--- src/rtl/sw_debounce_pkg.sv ---
// Shared types and defaults for the switch debouncer.
package sw_debounce_pkg;

    localparam int unsigned DEBOUNCE_CYCLES_DEFAULT = 16;

    typedef enum logic [1:0] {
        StIdle,
        StSettle,
        StCommit
    } state_e;

endpackage

--- src/rtl/sw_sync.sv ---
// Multi-stage flop synchronizer for asynchronous switch levels, synchronous reset.
module sw_sync #(
    parameter int unsigned WIDTH  = 32,
    parameter int unsigned STAGES = 2
) (
    input  logic             i_clk,
    input  logic             i_reset,
    input  logic [WIDTH-1:0] i_async,
    output logic [WIDTH-1:0] o_sync
);

    logic [WIDTH-1:0] stage_q [STAGES];

    always_ff @(posedge i_clk) begin
        if (i_reset) begin
            for (int i = 0; i < STAGES; i++) begin
                stage_q[i] <= '0;
            end
        end else begin
            stage_q[0] <= i_async;
            for (int i = 1; i < STAGES; i++) begin
                stage_q[i] <= stage_q[i-1];
            end
        end
    end

    assign o_sync = stage_q[STAGES-1];

endmodule

--- src/rtl/sw_debouncer.sv ---
// Switch-bus debouncer: synchronize, wait for a stable window, commit and raise a
// change event carrying the accumulated mask of changed bits.
module sw_debouncer
    import sw_debounce_pkg::*;
#(
    parameter int unsigned WIDTH           = 32,
    parameter int unsigned DEBOUNCE_CYCLES = DEBOUNCE_CYCLES_DEFAULT
) (
    input  logic             i_clk,
    input  logic             i_reset,
    input  logic [WIDTH-1:0] i_io_sw,
    output logic [WIDTH-1:0] o_sw_data,
    output logic             o_sw_chg_vld,
    input  logic             i_sw_chg_rdy,
    output logic [WIDTH-1:0] o_sw_chg_mask
);

    localparam int unsigned      CNT_W    = $clog2(DEBOUNCE_CYCLES) + 1;
    localparam logic [CNT_W-1:0] CNT_LAST = CNT_W'(DEBOUNCE_CYCLES - 1);

    state_e           state_q, state_d;
    logic [WIDTH-1:0] sync;
    logic [WIDTH-1:0] cand_q, cand_d;
    logic [CNT_W-1:0] cnt_q, cnt_d;
    logic [WIDTH-1:0] data_q, data_d;
    logic [WIDTH-1:0] mask_q, mask_d;
    logic             vld_q, vld_d;
    logic             accept;

    sw_sync #(
        .WIDTH  (WIDTH),
        .STAGES (2)
    ) u_sync (
        .i_clk   (i_clk),
        .i_reset (i_reset),
        .i_async (i_io_sw),
        .o_sync  (sync)
    );

    assign accept = vld_q & i_sw_chg_rdy;

    always_ff @(posedge i_clk) begin
        if (i_reset) begin
            state_q <= StIdle;
            cand_q  <= '0;
            cnt_q   <= '0;
            data_q  <= '0;
            mask_q  <= '0;
            vld_q   <= 1'b0;
        end else begin
            state_q <= state_d;
            cand_q  <= cand_d;
            cnt_q   <= cnt_d;
            data_q  <= data_d;
            mask_q  <= mask_d;
            vld_q   <= vld_d;
        end
    end

    always_comb begin
        state_d = state_q;
        cand_d  = cand_q;
        cnt_d   = cnt_q;
        data_d  = data_q;
        mask_d  = mask_q;
        vld_d   = vld_q;

        if (accept) begin
            vld_d  = 1'b0;
            mask_d = '0;
        end

        unique case (state_q)
            StIdle: begin
                if (sync != data_q) begin
                    cand_d  = sync;
                    cnt_d   = '0;
                    state_d = StSettle;
                end
            end
            StSettle: begin
                // Any movement restarts the stability window on the new value.
                if (sync != cand_q) begin
                    cand_d = sync;
                    cnt_d  = '0;
                end else if (cnt_q == CNT_LAST) begin
                    state_d = StCommit;
                end else begin
                    cnt_d = cnt_q + CNT_W'(1);
                end
            end
            StCommit: begin
                // A same-cycle accept drops the old bits; only the new diff survives.
                if (cand_q != data_q) begin
                    data_d = cand_q;
                    mask_d = (accept ? '0 : mask_q) | (cand_q ^ data_q);
                    vld_d  = 1'b1;
                end
                state_d = StIdle;
            end
            default: state_d = StIdle;
        endcase
    end

    assign o_sw_data     = data_q;
    assign o_sw_chg_vld  = vld_q;
    assign o_sw_chg_mask = mask_q;

endmodule

--- config.mk ---
export PLATFORM = sky130hd
export DESIGN_NAME = sw_debouncer
export DESIGN_NICKNAME = d
export VERILOG_FILES = /design/src/rtl/sw_debounce_pkg.sv /design/src/rtl/sw_sync.sv /design/src/rtl/sw_debouncer.sv
export SDC_FILE = /design/constraint.sdc
export NUM_CORES = 1
export LEC_CHECK = 0
export ABC_AREA = 1
export CELL_PAD_IN_SITES_DETAIL_PLACEMENT = 0
export CELL_PAD_IN_SITES_GLOBAL_PLACEMENT = 1
export CORE_UTILIZATION = 36
export CTS_CLUSTER_SIZE = 16
export DETAILED_ROUTE_END_ITERATION = 6
export HOLD_SLACK_MARGIN = 0.05
export PLACE_DENSITY = 0.79
export REMOVE_ABC_BUFFERS = 1
export SLEW_MARGIN = 25
export SYNTH_ARGS = -nofsm -noshare
export SYNTH_HDL_FRONTEND = slang
export SYNTH_SLANG_ARGS = --single-unit
--- constraint.sdc ---
create_clock -name i_clk -period 1.5 [get_ports i_clk]
set_input_delay 0.225 -clock i_clk [delete_from_list [all_inputs] [get_ports i_clk]]
set_output_delay 0.225 -clock i_clk [all_outputs]
set_load 0.01 [all_outputs]
# Yosys cells after proc, flatten, opt, wreduce, memory -nomap -nowiden
# Memory sizes are Yosys's and may differ from the RTL's.
# Cells that the tools add are included.
[classes]
reduce_logical = 6
mux = 22
addsub = 1
n_eq_ne = 11
bitwise = 5
[op_table]
columns = ["cell", "n"]
rows = [
  ["$mux W32", 7],
  ["$ne A32 B32 Y1", 3],
  ["$pmux W32 S2", 1],
  ["$or A32 B32 Y32", 1],
  ["$xor A32 B32 Y32", 1],
  ["$mux W5", 3],
  ["$pmux W5 S2", 1],
  ["$reduce_and A3 Y1", 3],
  ["$ne A2 B2 Y1 const B", 4],
  ["$mux W1", 6],
  ["$mux W2", 3],
  ["$add A5 B1 Y5 const B", 1],
  ["$eq A5 B4 Y1 const B", 1],
  ["$pmux W2 S2", 1],
  ["$ne A3 B3 Y1 const B", 1],
  ["$eq A2 B1 Y1 const B", 1],
  ["$eq A2 B2 Y1 const B", 1],
  ["$logic_not A2 Y1", 1],
  ["$or A1 B1 Y1", 2],
  ["$reduce_and A2 Y1", 1],
  ["$reduce_bool A2 Y1", 1],
  ["$and A1 B1 Y1", 1],
]
[word_totals]
in_bits = 35
ram_bits = 64
wordCells = 52
ff_bits = 104
n_memories = 1
[memory_table]
columns = ["memory", "words", "width", "read_ports", "rd_clocked_by_memory_dff", "wr", "line", "text"]
rows = [
  ["u_sync.stage_q", 2, 32, 2, 0, 2, "sw_sync.sv:12", "logic [WIDTH-1:0] stage_q [STAGES];"],
]

# Depth between registers and ports, before layout
[depth]
depth_word = 5
ltp_mapped = 13
ltp_nobuf = 12

# Hierarchy
# A second synthesis with hierarchy kept.
[unflattened]
cells_unflattened = 1029
hier_area_um2 = 7617.3
[modules_own_cells]
columns = ["module", "n_inst", "area_each_um2", "cells_each"]
rows = [
  ["sw_debouncer", 1, 5536.6, 798],
  ["sw_sync", 1, 2080.7, 231],
]

# Worst setup path after synthesis
# No wires, ideal clock.
[synth_timing]
kind = "register to register"
from = "register data_q[27] (netlist: o_sw_data[27])"
to = "register data_q[2] (netlist: o_sw_data[2])"
path_slack_ps = -62
path_buffers = 2
synth_period_minus_slack_ps = 1562
stages_incl_launch_ff = 11
t_arrival_ps = 1447
cell_sequence = "dfxtp_1 xnor2_1 nand2_1 nor3_1 nand2_1 nor2_1 nand2_1 buf_6 buf_2 a21oi_1 nor2_1"
[synth_via]
elab_chain_len = 2
[synth_rtl]
columns = ["item", "line", "text"]
rows = [
  ["start: declaration", "sw_debouncer.sv:25", "logic [WIDTH-1:0] data_q, data_d;"],
  ["start signal: assignment", "sw_debouncer.sv:54", "data_q <= data_d;"],
  ["$ne A32 B32 Y1", "sw_debouncer.sv:94", "if (cand_q != data_q) begin"],
  ["$reduce_and A2 Y1 (no line)", "--", ""],
]
# No other way between the ends.
# A chain may end at the register's enable or synchronous reset.

# Final worst setup path
[layout_timing]
from = "register data_q[15] (netlist: o_sw_data[15])"
to = "register cand_q[7]"
[layout_via]
elab_chain_len = 3
[layout_rtl]
columns = ["item", "line", "text"]
rows = [
  ["$ne A32 B32 Y1", "sw_debouncer.sv:75", "if (sync != data_q) begin"],
  ["$ne A2 B2 Y1 (no line)", "--", ""],
  ["$reduce_and A3 Y1 (no line)", "--", ""],
  ["end signal: assignment", "sw_debouncer.sv:52", "cand_q <= cand_d;"],
  ["end: declaration", "sw_debouncer.sv:23", "logic [WIDTH-1:0] cand_q, cand_d;"],
]
# No other way between the ends.

==> results by group <==
Critical path
  – WP data arrival: 2.12 ns
  – CP endpoint kind: flip-flop
  – CP Launch Type: flip-flop
  – Worst Path Max Fanout: 7
  – Crit-path max cell delay: 0.38 ns
  – Slowest CP cell: dfxtp_4
  – Critical path type: reg -> reg
  – WP data required: 1.83 ns
  – Crit path top cell by count: nor2_2
  – Worst path cell trace: buf_6 > inv_2 > or2_1 > nand3_2 > nor2_2 > nand2_1 > nor2_2 > nand2_2 > nand2_8 > buf_12 > clkbuf_16 > a21oi_2 > nor2_1

Run status
  – Failing checks: negative setup slack
  – Status: finished, violations left

Synth
  – Yosys top cell by area: dfxtp_1
  – Number of synthesized register bits: 168
  – Unique masters post-synth: 24
  – Top cell type's share of synthesized area: 45.9%
  – Post-Synthesis Cells: 997
  – Post-synthesis cell area: 0.00732 mm^2
  – Post-synthesis sequential area ratio: 45.9%
  – Syn. warnings: 0
  – Mean area per synthesized cell: 7.35 um^2
  – Synth area leaders: dfxtp_1 (46%), nor2_1 (9.9%), nand2_1 (8.5%)

Floorplan
  – Initial Utilization: 37.1%
  – Core box area: 0.0197 mm^2
  – Die X: 145 um
  – Die ar.: 0.0209 mm^2
  – Die H: 145 um
  – Cell Rows: 51
  – Io pins: 100

Drt
  – DRT iter0 DRCs: 338
  – DRT Pass-1 Iters: 5
  – Residual DRC count: 0
  – Via count: 6827
  – Post-DR wirelength/cell: 14.2 um
  – Via density: 4.62
  – Total Wirelength: 21000 um
  – ANT nets after route: 0

Pwr
  – Leakage: 5.32 nW
  – Reg power frac: 44.3%
  – Sw frac: 27.6%
  – Comb pwr share: 16.8%
  – Clk pwr share: 38.9%
  – Sw Pwr: 0.00296 W
  – Max VDD drop: 0.716 mV
  – Power density over the cells: 938 mW/mm^2
  – Pint: 0.00779 W

Placed design
  – I/O Buffers: 99
  – GP Congestion: 0.748
  – Area after DPL: 0.00933 mm^2
  – Dpl ws: -0.288 ns
  – Hpwl dp: 12200 um

Global route
  – Global-route wire length before repair: 32800 um
  – Congestion Overflow GR: 0
  – Initial antenna violation count: 0
  – Vias in the first global route: 6487
  – All-Layer GR Usage: 20.7%
  – Pin count of the biggest net entering global routing: 70

Timing
  – Fin crit share: 119%
  – Final Hold Fails: 0
  – Rel. slew slack: 66.1%
  – Worst-margin pin slew: 0.508 ns
  – Final Max Slew Viols: 0
  – Highest Clock Rate: 0.559 GHz
  – Final setup viols: 72
  – Clock skew: 0.00995 ns
  – Min cycle time layout: 1.79 ns
  – RSZ-0062 raised after global routing: true
  – Min setup slack post-route: -0.288 ns

Cells and area
  – Commonest non-fill, non-tap cell in the layout: nor2_1
  – Layout area overhead: 56.6%
  – Final core occ: 58.2%
  – Nets@finish: 1237
  – Fraction of layout cells with a size suffix above 1: 33.6%
  – Commonest cells after routing, fill and taps aside: nor2_1 (178), nand2_1 (148), inv_1 (133), dfxtp_1 (95), buf_4 (91)
  – Antenna diode count: 0
  – Design area: 0.0115 mm^2
  – Number of fill cells: 1712

Clock network
  – CTS sink cnt: 168
  – Clock Pin Slew Worst Setup and Hold Paths: 0.07 ns
  – H-Tree Level Count: 4
  – Total CTS buffers: 17
  – Hold_buf cts: 0
  – Clk_lat worst skew: 0.44 ns
  – Clock root buffer: clkbuf_16
  – Bufs on Longest Clock Path: 2
  – CTS tree: yes

Worst hold path
  – Min-Delay Path Class: in -> reg

Run
  – Number of max-cap violations: 0
## Yosys cell counts, drive strengths merged
cell type and instances:
ha 2, nand3 75, clkbuf 26, xnor2 65, buf 27, dfxtp 168
nor4 1, nand2 167, clkinv 1, or2 3, a22oi 32, a21oi 71
nor3 8, nor2 196, inv 137, nand4 1, xor2 17
## through the flow
| stage | total power [W] | setup TNS [ns] | hold slack (ns) | instances |
|---|---|---|---|---|
| 5_1_grt | 0.0112 | -24.49 | 0.260 | 1478 |
| 4_1_cts | 0.0106 | -15.44 | 0.247 | 1472 |
| 3_5_place_dp | 0.00612 | -18.79 | 0.392 | 1411 |
| 3_3_place_gp | 0.00610 | -19.68 | 0.391 | 1411 |
| 6_report | 0.0108 | -17.16 | 0.236 | 1478 |
| 2_1_floorplan | 0.00551 | -187.06 | 0.294 | 944 |
## metal layers
metal | vias up | part of all wire [%] | GRT usage [%]
met4 | 0 | 1.3 | 4.99
met1 | 3196 | 45 | 25.5
met3 | 18 | 4.4 | 5.40
met2 | 134 | 50 | 35.9
li1 | 3479 | - | -
met5 | - | 0 | 0
## sequential cells by signal, summed over array words and instances (netlist names)
register        count
o_sw_chg_vld        1
cand_q             32
o_sw_data          32
state_q             2
o_sw_chg_mask      32
u_sync.stage_q     64
cnt_q               5
## path summary, 6_finish.rpt
| check | from | end | slack (ns) | depth (start not counted) |
|---|---|---|---|---|
| worst max-delay path | o_sw_data[15] | cand_q[7] | -0.29 | 13 |
| worst min-delay path | i_reset | u_sync.stage_q[0][44] | 0.24 | 3 |
| worst max register to register | o_sw_data[15] | cand_q[7] | -0.29 | 13 |
| worst min register to register | u_sync.stage_q[0][2] | u_sync.stage_q[0][34] | 0.39 | 2 |
## logic make-up (layout without fill, tap and decap cells)
group	after synthesis	count (layout)	share of synthesized area, %
AO/OA/AOI/OAI	103	103	8.13
XOR/XNOR	82	82	9.81
adder cells (fa/ha/maj)	2	2	0.342
buffers and inverters	191	407	11.0
flip-flops	168	168	45.9
AND/OR/NAND/NOR	451	451	24.8
## area by class of cell
class | instances | area (um^2) | share of cell area [%]
multi-input cells | 638 | 4020 | 35.1
flip-flops and latches | 168 | 3470 | 30.3
repair buffers | 237 | 2560 | 22.3
inverters | 138 | 518 | 4.52
clock buffers | 21 | 470 | 4.10
well taps | 265 | 332 | 2.89
clock inverters | 11 | 90.1 | 0.786
## power by group through the flow
stage | Sequential, W | Combinational (W) | Clock (W)
2_1_floorplan | 0.00482 | 0.000694 | 0
3_3_place_gp | 0.00484 | 0.00126 | 0
3_5_place_dp | 0.00484 | 0.00128 | 0
4_1_cts | 0.00475 | 0.00162 | 0.00425
5_1_grt | 0.00478 | 0.00197 | 0.00446
6_report | 0.00476 | 0.00181 | 0.00418
## what timing repair did
item	CTS	global route
gates resized for setup	257	104
setup endpoints to repair	137	73
cloned	13	5
pin swaps	16	43
buffers inserted	17	3
## worst max-delay path: cells and delay by family (launching register included)
kind	cells	cell delay, ns
DFF	1	0.38
buffers and inverters	4	0.45
AOI/OAI and AO/OA	1	0.12
and+or+nand+nor	8	0.72
No activity file was read; power rests on OpenSTA's default activity.
